**src/rtl/elevator_call_scheduler.sv**
```systemverilog
// Purpose: latch four floor calls and pick the next destination with a SCAN policy,
//          hand it to the motion controller, then wait for arrival and hold the door.
// Latency: call at edge n -> SELECT after n+1 -> cmd_valid after n+2; cmd held until cmd_ready.
module elevator_call_scheduler #(
   parameter int DOOR_CYCLES    = 8,
   parameter int TIMEOUT_CYCLES = 1024
) (
   input  logic       clock,
   input  logic       reset,
   input  logic [3:0] call_n,
   input  logic [3:0] sen,
   input  logic       cmd_ready,
   input  logic       arrived,
   output logic       cmd_valid,
   output logic [1:0] cmd_dest,
   output logic       cmd_up,
   output logic [3:0] pending,
   output logic [1:0] cur_floor,
   output logic       door_hold,
   output logic       fault,
   output logic [2:0] state_code
);

   localparam int DW = $clog2(DOOR_CYCLES + 1);
   localparam int WW = $clog2(TIMEOUT_CYCLES + 1);
   localparam logic [DW-1:0] DOOR_LOAD = DW'(DOOR_CYCLES);
   localparam logic [DW-1:0] DOOR_ONE  = DW'(1);
   localparam logic [WW-1:0] WDOG_LAST = WW'(TIMEOUT_CYCLES - 1);

   typedef enum logic [2:0] {
      IDLE   = 3'd0,
      SELECT = 3'd1,
      ISSUE  = 3'd2,
      WAIT   = 3'd3,
      HOLD   = 3'd4,
      FAULT  = 3'd5
   } state_t;

   state_t          state;
   state_t          state_next;
   logic            dir_up;
   logic [DW-1:0]   door_cnt;
   logic [WW-1:0]   wdog;

   logic [3:0]      above;
   logic [3:0]      below;
   logic [1:0]      lo_above;
   logic [1:0]      hi_below;
   logic            sen_onehot;
   logic [1:0]      sen_idx;

   logic [3:0]      clr_mask;
   logic            door_load;
   logic            door_dec;
   logic            wdog_clr;
   logic            wdog_inc;
   logic            sel_load;
   logic [1:0]      sel_dest;
   logic            sel_up;
   logic            arrive;

   // Split pending calls around the current floor and find the nearest call each way.
   always_comb begin
      above    = '0;
      below    = '0;
      lo_above = 2'd0;
      hi_below = 2'd0;
      for (int i = 0; i < 4; i++) begin
         above[i] = pending[i] && (i > int'(cur_floor));
         below[i] = pending[i] && (i < int'(cur_floor));
      end
      for (int i = 3; i >= 0; i--) begin
         if (above[i]) lo_above = 2'(i);
      end
      for (int i = 0; i < 4; i++) begin
         if (below[i]) hi_below = 2'(i);
      end
   end

   // Decode the floor sensors; ambiguous or empty readings leave cur_floor alone.
   always_comb begin
      sen_onehot = $onehot(sen);
      sen_idx    = 2'd0;
      for (int i = 0; i < 4; i++) begin
         if (sen[i]) sen_idx = 2'(i);
      end
   end

   // Next-state and datapath control for the scheduler FSM.
   always_comb begin
      state_next = state;
      clr_mask   = '0;
      door_load  = 1'b0;
      door_dec   = 1'b0;
      wdog_clr   = 1'b0;
      wdog_inc   = 1'b0;
      sel_load   = 1'b0;
      sel_dest   = cmd_dest;
      sel_up     = cmd_up;
      arrive     = 1'b0;
      case (state)
         IDLE: begin
            if (pending[cur_floor] && sen[cur_floor]) begin
               clr_mask[cur_floor] = 1'b1;
               door_load           = 1'b1;
               state_next          = HOLD;
            end else if (|pending) begin
               state_next = SELECT;
            end
         end
         SELECT: begin
            state_next = IDLE;
            if (dir_up) begin
               if (|above) begin
                  sel_load = 1'b1; sel_dest = lo_above; sel_up = 1'b1;
               end else if (|below) begin
                  sel_load = 1'b1; sel_dest = hi_below; sel_up = 1'b0;
               end
            end else begin
               if (|below) begin
                  sel_load = 1'b1; sel_dest = hi_below; sel_up = 1'b0;
               end else if (|above) begin
                  sel_load = 1'b1; sel_dest = lo_above; sel_up = 1'b1;
               end
            end
            if (sel_load) state_next = ISSUE;
         end
         ISSUE: begin
            if (cmd_ready) begin
               wdog_clr   = 1'b1;
               state_next = WAIT;
            end
         end
         WAIT: begin
            if (arrived) begin
               clr_mask[cmd_dest] = 1'b1;
               arrive             = 1'b1;
               door_load          = 1'b1;
               state_next         = HOLD;
            end else begin
               wdog_inc = 1'b1;
               if (wdog == WDOG_LAST) state_next = FAULT;
            end
         end
         HOLD: begin
            if (!call_n[cur_floor]) begin
               clr_mask[cur_floor] = 1'b1;
               door_load           = 1'b1;
            end else if (door_cnt <= DOOR_ONE) begin
               state_next = IDLE;
            end else begin
               door_dec = 1'b1;
            end
         end
         FAULT: state_next = FAULT;
         default: state_next = IDLE;
      endcase
   end

   // State register.
   always_ff @(posedge clock) begin
      if (!reset) state <= IDLE;
      else        state <= state_next;
   end

   // Call latch, floor tracking, command registers and the two counters.
   always_ff @(posedge clock) begin
      if (!reset) begin
         pending   <= '0;
         cur_floor <= 2'd0;
         cmd_dest  <= 2'd0;
         cmd_up    <= 1'b1;
         dir_up    <= 1'b1;
         door_cnt  <= '0;
         wdog      <= '0;
      end else begin
         // A clear from the FSM beats a button press on the same bit.
         pending <= (pending | ~call_n) & ~clr_mask;
         if (arrive)          cur_floor <= cmd_dest;
         else if (sen_onehot) cur_floor <= sen_idx;
         if (sel_load) begin
            cmd_dest <= sel_dest;
            cmd_up   <= sel_up;
            dir_up   <= sel_up;
         end
         if (door_load)     door_cnt <= DOOR_LOAD;
         else if (door_dec) door_cnt <= door_cnt - DOOR_ONE;
         if (wdog_clr)      wdog <= '0;
         else if (wdog_inc) wdog <= wdog + WW'(1);
      end
   end

   assign cmd_valid  = (state == ISSUE);
   assign door_hold  = (state == HOLD);
   assign fault      = (state == FAULT);
   assign state_code = state;

endmodule

```
**config.mk**
```make
export PLATFORM = sky130hd
export DESIGN_NAME = elevator_call_scheduler
export DESIGN_NICKNAME = d
export VERILOG_FILES = /design/src/rtl/elevator_call_scheduler.sv
export SDC_FILE = /design/constraint.sdc
export NUM_CORES = 1
export LEC_CHECK = 0
export ABC_AREA = 0
export BUFFER_PORTS_ARGS = -buffer_cell sky130_fd_sc_hd__buf_2
export CAP_MARGIN = 20
export CORE_ASPECT_RATIO = 0.7
export CORE_UTILIZATION = 58
export CTS_BUF_LIST = sky130_fd_sc_hd__clkbuf_2 sky130_fd_sc_hd__clkbuf_4 sky130_fd_sc_hd__clkbuf_8
export DETAILED_ROUTE_END_ITERATION = 16
export PLACE_DENSITY = 0.89
export SYNTH_ARGS = -nofsm -noshare
export SYNTH_HDL_FRONTEND = slang
export SYNTH_SLANG_ARGS = --single-unit
```
**constraint.sdc**
```tcl
create_clock -name clock -period 2.6 [get_ports clock]
set_input_delay 0.13 -clock clock [delete_from_list [all_inputs] [get_ports clock]]
set_output_delay 0.13 -clock clock [all_outputs]
set_load 0.1 [all_outputs]
```
==> impl_metrics.csv, run 1 <==
group,metric,value,unit
clocking,numCtsBuffers,3,
route,wl_per_cell,14.3,um
clocking,clk_pin_slew,0.09,ns
floorplan,row_count,15,
floorplan,start_util,64.5,%
synth,yosysWarnings,0,
clocking,h-tree-depth,1,
setup_path,critical_path.max_fanout,4,
clocking,cts_tree,"done",
hold_path,worstHoldEndpoint,"dir_up",
floorplan,die_w,66.1,um
sta,maxSlewHeadroom,61.9,%
synth,netlist_top_cells_area,"dfxtp_1 (32%), nor2_1 (4.9%), xor2_1 (4.2%), nand2_1 (3.8%), ha_1 (3.7%)",
setup_path,r2r.worst_path.cells,5,
power,power_density,840,nW/um^2
sta,tightest_slew,0.563,ns
synth,netlist_instances,204,
route,finalWirelength,3.72,mm
sta,tns,0,ns
placement,hpwl,2.74,mm
grt,grt_pass1_vias,1297,
hold_path,hold_start,"reset",
setup_path,crit_chain,"ha_1 -> nand3_1 -> o41ai_1 -> o21ai_0 -> a2111oi_0",
setup_path,cp-start-kind,"register",
synth,synthesis.nets,222,
synth,synth_top_cell_area_share,32.4,%
setup_path,end_kind,"register",
layout,syn_to_final_growth,12.7,%
grt,grt_max_degree,15,
route,drt_iter0_drc,80,
clocking,post-cts-setup-buffers,0,
sta,postLayoutSetupSlackWorst,0.543,ns
flow_run,cap_violations,0,
synth,synth_ff_type,"dfxtp_1",
synth,synth-edff-count,0,
clocking,postCtsResizedCells,0,
placement,place_inst,257,
route,drc,0,
grt,grt_pass1_wl,6.07,mm
synth,ys_async_sr_fraction,0,%
power,p_leak,0.755,nW
grt,track_usage,26.5,%
route,vias,1536,
setup_path,critPathMaxStageDelay,0.55,ns
synth,syn_area_per_cell,8.19,um^2
sta,slew_violations,0,
hold_path,min_path_cells,2,
floorplan,io_pins,27,
setup_path,rrSetupSlack,0.54,ns
sta,finClkSkew,0.00543,ns
placement,dp_worst_setup_slack,0.461,ns
placement,portBuffers,26,
hold_path,hold_path_class,"input port to register",
floorplan,die_height,46.9,um
grt,antenna_found_initial,0,
layout,fin_cells,261,
synth,synth_cell_types,53,
layout,stdcell_area,1880,um^2
sta,min_period,2.06,ns
sta,fmax,0.486,GHz
setup_path,crit_type,"register to register",
layout,final_nets,246,
clocking,cts_hold_buffers,0,
route,via_per_inst,5.89,
synth,yosysSeqAreaShare,32.4,%
clocking,worstSkewPairLatency,0.27,ns
setup_path,crit_required,2.76,ns
status,status,"finished, final reports clean",
placement,place_area,1830,um^2
layout,final_cell_mix,"dfxtp_1 (26), buf_2 (26), nor2_1 (22)",
placement,place_congestion,0.861,
power,total_power,1.58,mW
clocking,cts_sinks,27,
synth,synth-seq-cells,27,
sta,fin_hold_ws,0.124,ns
synth,syn-cell-area,1670,um^2
sta,setup-violations-final,0,
setup_path,arrival,2.21,ns
layout,diodes,0,
setup_path,r2r-start,"wdog[0]",
power,peakVddDrop,0.000761,V
route,ant_nets,0,
synth,synth_area_leader_cell,"dfxtp_1",
setup_path,slowest_stage,"o41ai_1",
sta,rsz0062_at_grt,"false",
setup_path,worstReg2RegEnd,"state_code[2]",
grt,globalRouteOverflowTotal,0,
clocking,root_buffer,"clkbuf_8",
layout,final_util,72.7,%
layout,drive_above_1_share,20.3,%
floorplan,core_region_area,2590,um^2
floorplan,die_area,3100,um^2
clocking,clk_path_buf_depth,2,
sta,hold_viol,0,
sta,fin_crit_sh,79.1,%
route,first_pass_iters,4,
-- cell usage after synthesis, drive strengths merged (5+ instances only) --
library cell	number
inv	13
a21oi	13
nand3	6
o21ai	8
nand4	5
nor2	22
ha	5
dfxtp	27
a31oi	6
clkbuf	7
nand2	17
and2	8
xor2	8
-- state kept, by name, summed over array words and instances (netlist names) --
| signal | count |
|---|---|
| pending | 4 |
| door_cnt | 4 |
| dir_up | 1 |
| cmd_dest | 2 |
| wdog | 11 |
| state_code | 3 |
| cur_floor | 2 |
-- critical path, delay by kind of cell (launching register included) --
kind / cells / cell delay [ns]
AOI/OAI and AO/OA: 3 / 1.26
DFF: 1 / 0.37
and+or+nand+nor: 1 / 0.10
adders and majority gates: 1 / 0.22
-- worst max-delay path by stage --
stage / startpoint / to / depth (start not counted)
floorplan: state_code[2] / wdog[0] / 6
global placement: sen[0] / cur_floor[0] / 10
detailed placement: sen[0] / cur_floor[0] / 10
CTS: wdog[0] / state_code[2] / 5
global route: wdog[0] / state_code[0] / 6
finish: wdog[0] / state_code[2] / 5
-- kinds of logic (layout without fill, tap and decap cells) --
kind of cell	count (synthesis)	after routing	synth area share (%)
adder cells (fa/ha/maj)	6	6	4.94
multiplexers	6	6	5.17
XOR/XNOR	12	12	6.29
AO/OA/AOI/OAI	48	48	19.4
flip-flops	27	27	32.4
buffers and inverters	25	48	6.67
AND/OR/NAND/NOR	80	80	25.2
-- area by class of cell --
cell class | instances | area (um^2)
multi-input combinational | 152 | 1040
inverter | 14 | 52.6
sequential | 27 | 542
clock buffer | 4 | 48.8
timing repair buffer | 30 | 160
tap | 34 | 42.5
fill | 209 | 707
-- per-layer routing --
layer / part of all wire, % / track usage, %
met1: 48 / 39.1
met2: 41 / 38.4
met3: 10 / 7.04
met4: 0.21 / 6.81
met5: 0 / 0
-- report_power, final --
| group | total, mW | switching (mW) | internal [mW] |
|---|---|---|---|
| clock | 0.252 | 0.131 | 0.120 |
| sequential | 0.553 | 0.0931 | 0.460 |
| combinational | 0.777 | 0.564 | 0.213 |
| total | 1.58 | 0.788 | 0.793 |
(Power assumes the default switching activity.)
==> run 2, diff against run 1 <==
--- a/config.mk
+++ b/config.mk
@@ -5,11 +5,11 @@
 export SDC_FILE = /design/constraint.sdc
 export NUM_CORES = 1
 export LEC_CHECK = 0
-export ABC_AREA = 0
+export ABC_AREA = 1
 export BUFFER_PORTS_ARGS = -buffer_cell sky130_fd_sc_hd__buf_2
 export CAP_MARGIN = 20
 export CORE_ASPECT_RATIO = 0.7
-export CORE_UTILIZATION = 58
+export CORE_UTILIZATION = 59
 export CTS_BUF_LIST = sky130_fd_sc_hd__clkbuf_2 sky130_fd_sc_hd__clkbuf_4 sky130_fd_sc_hd__clkbuf_8
 export DETAILED_ROUTE_END_ITERATION = 16
 export PLACE_DENSITY = 0.89
==> constraint.sdc (replaced) <==
create_clock -name clock -period 2 [get_ports clock]
set_input_delay 0.1 -clock clock [delete_from_list [all_inputs] [get_ports clock]]
set_output_delay 0.1 -clock clock [all_outputs]
set_load 0.1 [all_outputs]
==> run 2 against run 1 <==
- cell count is 38% higher
- synthesized cell count is 46% higher
- utilization is 1.0 points lower
- area after synthesis is 12% higher
- clock skew is 0.00063 ns higher
- die area is 9.4% higher
- critical path depth is 6 higher
- worst setup slack worse by 0.32 ns
- power is 41% higher
- routed wire length is 11% higher
- count of clock-buffer cells in the layout is 1 lower
==> impl_metrics.csv, run 2 <==
group,metric,value,unit
status,status,"finished, final reports clean",
synth,yosysWarnings,0,
synth,synth-edff-count,0,
synth,ys_async_sr_fraction,0,%
synth,synth-seq-cells,27,
synth,netlist_instances,298,
route,finalWirelength,4.15,mm
floorplan,die_height,49.0,um
clocking,h-tree-depth,1,
clocking,clk_path_buf_depth,2,
grt,grt_pass1_wl,7.12,mm
clocking,cts_tree,"done",
grt,grt_pass1_vias,1586,
setup_path,cp-start-kind,"input port",
setup_path,critical_path.max_fanout,3,
synth,synth_top_cell_area_share,29.0,%
power,peakVddDrop,0.000598,V
synth,synth_most_common_cell,"nand2_1",
placement,place_area,2030,um^2
route,drc,0,
power,p_leak,1.06,nW
synth,netlist_top_cells_area,"dfxtp_1 (29%), nand2_1 (19%), inv_1 (7.6%), nor2_1 (7.2%), o21ai_0 (4.8%)",
flow_run,cap_violations,0,
sta,fmax,0.562,GHz
setup_path,crit_required,2.22,ns
clocking,post-cts-setup-buffers,0,
synth,yosysSeqAreaShare,29.0,%
hold_path,worstHoldEndpoint,"pending[0]",
sta,fin_crit_sh,89.0,%
sta,rsz0062_at_grt,"false",
layout,final_cell_mix,"nand2_1 (96), inv_1 (38), nor2_1 (35)",
layout,largest_register_ffs,11,
layout,final_nets,344,
synth,synthesis.nets,316,
setup_path,arrival,2.00,ns
route,drt_iter0_drc,139,
hold_path,hold_path_class,"input port to register",
clocking,cts_sinks,27,
hold_path,min_path_cells,4,
route,vias,1927,
layout,top_regs,"wdog: 11 flops, door_cnt: 4 flops, pending: 4 flops",
floorplan,row_count,16,
route,ant_nets,0,
placement,place_inst,357,
placement,place_congestion,0.934,
sta,hold_viol,0,
sta,min_period,1.78,ns
setup_path,crit_type,"input port to register",
setup_path,rrSetupSlack,0.42,ns
clocking,numCtsBuffers,3,
sta,fin_hold_ws,0.115,ns
setup_path,r2r.worst_path.cells,9,
route,wl_per_cell,11.5,um
synth,syn_area_per_cell,6.26,um^2
route,top_layer,"met4",
layout,fin_cells,361,
clocking,cts_hold_buffers,0,
floorplan,start_util,64.3,%
floorplan,io_pins,27,
layout,final_common_cell,"nand2_1",
grt,antenna_found_initial,0,
sta,finClkSkew,0.00606,ns
grt,grt_max_degree,16,
route,via_per_inst,5.34,
sta,tightest_slew,0.493,ns
layout,diodes,0,
route,met2_length,1.66,mm
power,power_density,1070,nW/um^2
clocking,clk_pin_slew,0.09,ns
route,met1Wirelength,2.12,mm
clocking,postCtsResizedCells,0,
route,first_pass_iters,5,
grt,track_usage,25.6,%
setup_path,end_kind,"register",
layout,drive_above_1_share,18.8,%
grt,globalRouteOverflowTotal,0,
layout,regMostFlops,"wdog",
synth,syn-cell-area,1870,um^2
hold_path,hold_start,"call_n[0]",
floorplan,core_region_area,2900,um^2
synth,synth_common_cells,"nand2_1 (96), inv_1 (38), nor2_1 (36), dfxtp_1 (27), o21ai_0 (18)",
synth,synth_cell_types,32,
placement,portBuffers,26,
layout,fill_cells,244,
floorplan,die_w,69.2,um
placement,hpwl,3.29,mm
setup_path,r2r-start,"door_cnt[0]",
setup_path,worstReg2RegEnd,"door_cnt[1]",
synth,synth_ff_type,"dfxtp_1",
sta,slew_violations,0,
clocking,worstSkewPairLatency,0.27,ns
route,wl_met3,342,um
synth,synth_area_leader_cell,"dfxtp_1",
layout,stdcell_area,2080,um^2
clocking,root_buffer,"clkbuf_8",
layout,syn_to_final_growth,11.5,%
sta,maxSlewHeadroom,67.4,%
floorplan,die_area,3390,um^2
sta,setup-violations-final,0,
[run 2: cell count changes in the layout (fill, tap and decap cells not counted), sizes merged, moves of 4 or more]
cell / previous run / this run
o21ai: 8 / 18
or2: 2 / 6
and2: 8 / 0
nor3: 1 / 8
buf: 30 / 26
nand3: 6 / 17
inv: 13 / 43
nand2: 17 / 101
nor2: 22 / 41
xor2: 8 / 1
[run 2: worst max-delay path by stage]
stage,from,end,depth (start not counted)
floorplan,state_code[0],state_code[1],9
global placement,sen[0],cur_floor[1],11
detailed placement,sen[0],cur_floor[1],11
CTS,sen[0],cur_floor[1],11
global route,sen[0],cur_floor[1],11
finish,sen[0],cur_floor[1],11
[run 2: cell type report]
class | instances | area, um^2 | share of cell area (%)
clock buffers | 3 | 41.3 | 1.98
clock inverters | 1 | 5.00 | 0.241
inverters | 44 | 171 | 8.24
multi-input cells | 224 | 1140 | 54.8
flip-flops and latches | 27 | 547 | 26.3
well taps | 36 | 45.0 | 2.16
repair buffers | 26 | 130 | 6.25
[run 2: metrics by stage]
step                util, %  total power [mW]  worst slack (ns)  setup TNS [ns]
global placement       70.1              1.90           0.00246               0
global route           71.7              2.36            0.0352               0
detailed placement     70.1              1.91           -0.0285         -0.0285
CTS                    71.7              2.22             0.242               0
finish                 71.7              2.23             0.221               0
floorplan                 -              1.72            0.0265               0
[run 2: cells by family after synthesis]
kind of cell / count (synthesis) / share of synthesized area [%]
AO/OA/AOI/OAI: 37 / 11.1
XOR/XNOR: 2 / 0.939
adder cells (fa/ha/maj): 6 / 4.43
buffers and inverters: 47 / 10.3
flip-flops: 27 / 29.0
AND/OR/NAND/NOR: 179 / 44.3
[run 2: critical path, cell delays in order]
cell,delay [ns]
buf_2,0.07
inv_1,0.05
fa_1,0.54
inv_1,0.05
ha_1,0.17
ha_1,0.27
nor3_1,0.29
o21ai_0,0.15
o221ai_1,0.19
nand2_1,0.07
inv_1,0.05
[run 2: report_power, final]
part / internal, mW / switching [mW]
sequential: 0.616 / 0.111
clock: 0.140 / 0.168
combinational: 0.256 / 0.934
[run 2: layer usage]
metal,track usage [%],up-vias
met5,0,-
met4,4.08,0
met3,6.40,5
met2,37.2,79
met1,38.6,846
li1,-,997
==> run 3, diff against run 2 <==
--- a/config.mk
+++ b/config.mk
@@ -8,7 +8,6 @@
 export ABC_AREA = 1
 export BUFFER_PORTS_ARGS = -buffer_cell sky130_fd_sc_hd__buf_2
 export CAP_MARGIN = 20
-export CORE_ASPECT_RATIO = 0.7
 export CORE_UTILIZATION = 59
 export CTS_BUF_LIST = sky130_fd_sc_hd__clkbuf_2 sky130_fd_sc_hd__clkbuf_4 sky130_fd_sc_hd__clkbuf_8
 export DETAILED_ROUTE_END_ITERATION = 16
==> run 3 against run 2 <==
- critical path depth fell by 2
- worst hold slack lost 0.083 ns
- utilization shrank 3.3 points
- power shrank 3.2%
- worst setup slack improved by 0.095 ns
- global-route usage decreased by 0.52 points
- first-iteration DRC count is 3.6% lower
- largest cell class unchanged
==> impl_metrics.csv, run 3 (synthesis gave the netlist of run 2 again) <==
group,metric,value,unit
status,status,"finished, final reports clean",
layout,drive_above_1_share,18.8,%
floorplan,start_util,61.6,%
clocking,clk_pin_slew,0.15,ns
layout,syn_to_final_growth,11.1,%
setup_path,arrival,1.97,ns
setup_path,critical_path.max_fanout,4,
route,drt_iter0_drc,134,
layout,final_common_cell,"nand2_1",
placement,place_inst,365,
placement,portBuffers,26,
route,via_per_inst,5.02,
layout,regMostFlops,"wdog",
placement,place_area,2040,um^2
route,top_layer,"met4",
setup_path,crit_type,"register to register",
layout,stdcell_area,2070,um^2
clocking,root_buffer,"clkbuf_4",
clocking,cts_sinks,27,
sta,fin_hold_ws,0.0322,ns
layout,final_nets,344,
sta,hold_viol,0,
route,vias,1851,
route,met1Wirelength,1.99,mm
placement,hpwl,3.05,mm
power,p_sw_share,56.0,%
sta,tightest_slew,0.487,ns
layout,final_util,68.4,%
sta,rsz0062_at_grt,"false",
power,p_switching,1.21,mW
clocking,clk_path_buf_depth,2,
power,total_power,2.15,mW
grt,grt_max_degree,16,
floorplan,die_height,58.2,um
floorplan,die_area,3390,um^2
flow_run,cap_violations,0,
setup_path,crit_required,2.29,ns
clocking,postCtsResizedCells,0,
power,peakVddDrop,0.000672,V
sta,tns,0,ns
route,drc,0,
sta,fmax,0.594,GHz
sta,fin_crit_sh,84.2,%
clocking,cts_hold_buffers,0,
layout,largest_register_ffs,11,
power,clkPwrFrac,11.6,%
power,p_leak,1.06,nW
route,met2_length,1.70,mm
sta,finClkSkew,0.00427,ns
floorplan,row_count,20,
clocking,worstSkewPairLatency,0.34,ns
clocking,h-tree-depth,1,
clocking,cts_tree,"done",
sta,slew_violations,0,
placement,place_congestion,0.852,
grt,grt_pass1_vias,1529,
grt,track_usage,25.1,%
clocking,numCtsBuffers,3,
power,power_density,1040,nW/um^2
clocking,post-cts-setup-buffers,0,
sta,min_period,1.68,ns
layout,final_cell_mix,"nand2_1 (96), inv_1 (38), nor2_1 (35)",
layout,fill_cells,276,
setup_path,end_kind,"register",
sta,setup-violations-final,0,
placement,dp_worst_setup_slack,-0.0224,ns
grt,antenna_found_initial,0,
floorplan,core_region_area,3030,um^2
power,comb_power_share,54.9,%
hold_path,hold_path_class,"input port to register",
route,finalWirelength,3.96,mm
power,sequentialPowerShare,33.5,%
floorplan,io_pins,27,
route,wl_met3,221,um
power,p_int,947,uW
setup_path,cp-start-kind,"register",
layout,seqCellArea,547,um^2
layout,fin_cells,369,
route,wl_per_cell,10.7,um
layout,multi_input_area,1140,um^2
grt,globalRouteOverflowTotal,0,
grt,grt_pass1_wl,6.72,mm
sta,maxSlewHeadroom,67.8,%
layout,diodes,0,
sta,postLayoutSetupSlackWorst,0.316,ns
floorplan,die_w,58.2,um
route,first_pass_iters,4,
layout,top_regs,"wdog: 11 flops, door_cnt: 4 flops, pending: 4 flops",
route,ant_nets,0,
-- run 3: cell counts in the layout (fill, tap and decap cells not counted) --
Identical to the previous run, type by type.
-- run 3: critical path, cell delays in order, from the launching register on --
cell	delay (ns)
dfxtp_1	0.40
inv_1	0.09
ha_1	0.24
o21ai_0	0.28
nand2_2	0.13
nor2_4	0.16
inv_2	0.06
o21ai_0	0.14
inv_1	0.05
nor2_1	0.08
-- run 3: metal layers --
layer,track usage [%],vias to the layer above
li1,-,994
met3,2.01,5
met2,38.8,53
met5,0,-
met4,7.14,0
met1,37.4,799
-- run 3: cell type report --
class,count,share of cell area [%]
inverter,44,8.27
tap,44,2.66
clock inverter,1,0.242
multi-input combinational,224,55.1
timing repair buffer,26,6.28
sequential,27,26.4
clock buffer,3,1.09
-- run 3: power groups by stage --
stage                     Combinational, mW  Clock (mW)  Sequential [mW]
after floorplan                       0.609           0             1.11
after global placement                 1.16           0            0.731
after detailed placement               1.17           0            0.733
after CTS                              1.18       0.254            0.720
after global routing                   1.29       0.272            0.735
final                                  1.18       0.250            0.721
-- run 3: worst paths after layout --
kind               startpoint           to  slack [ns]  cells past startpoint
hold / removal      call_n[0]   pending[0]        0.03                      4
setup / recovery  door_cnt[0]  door_cnt[2]        0.32                      9
setup reg to reg  door_cnt[0]  door_cnt[2]        0.32                      9
hold reg to reg       wdog[9]      wdog[9]        0.49                      2
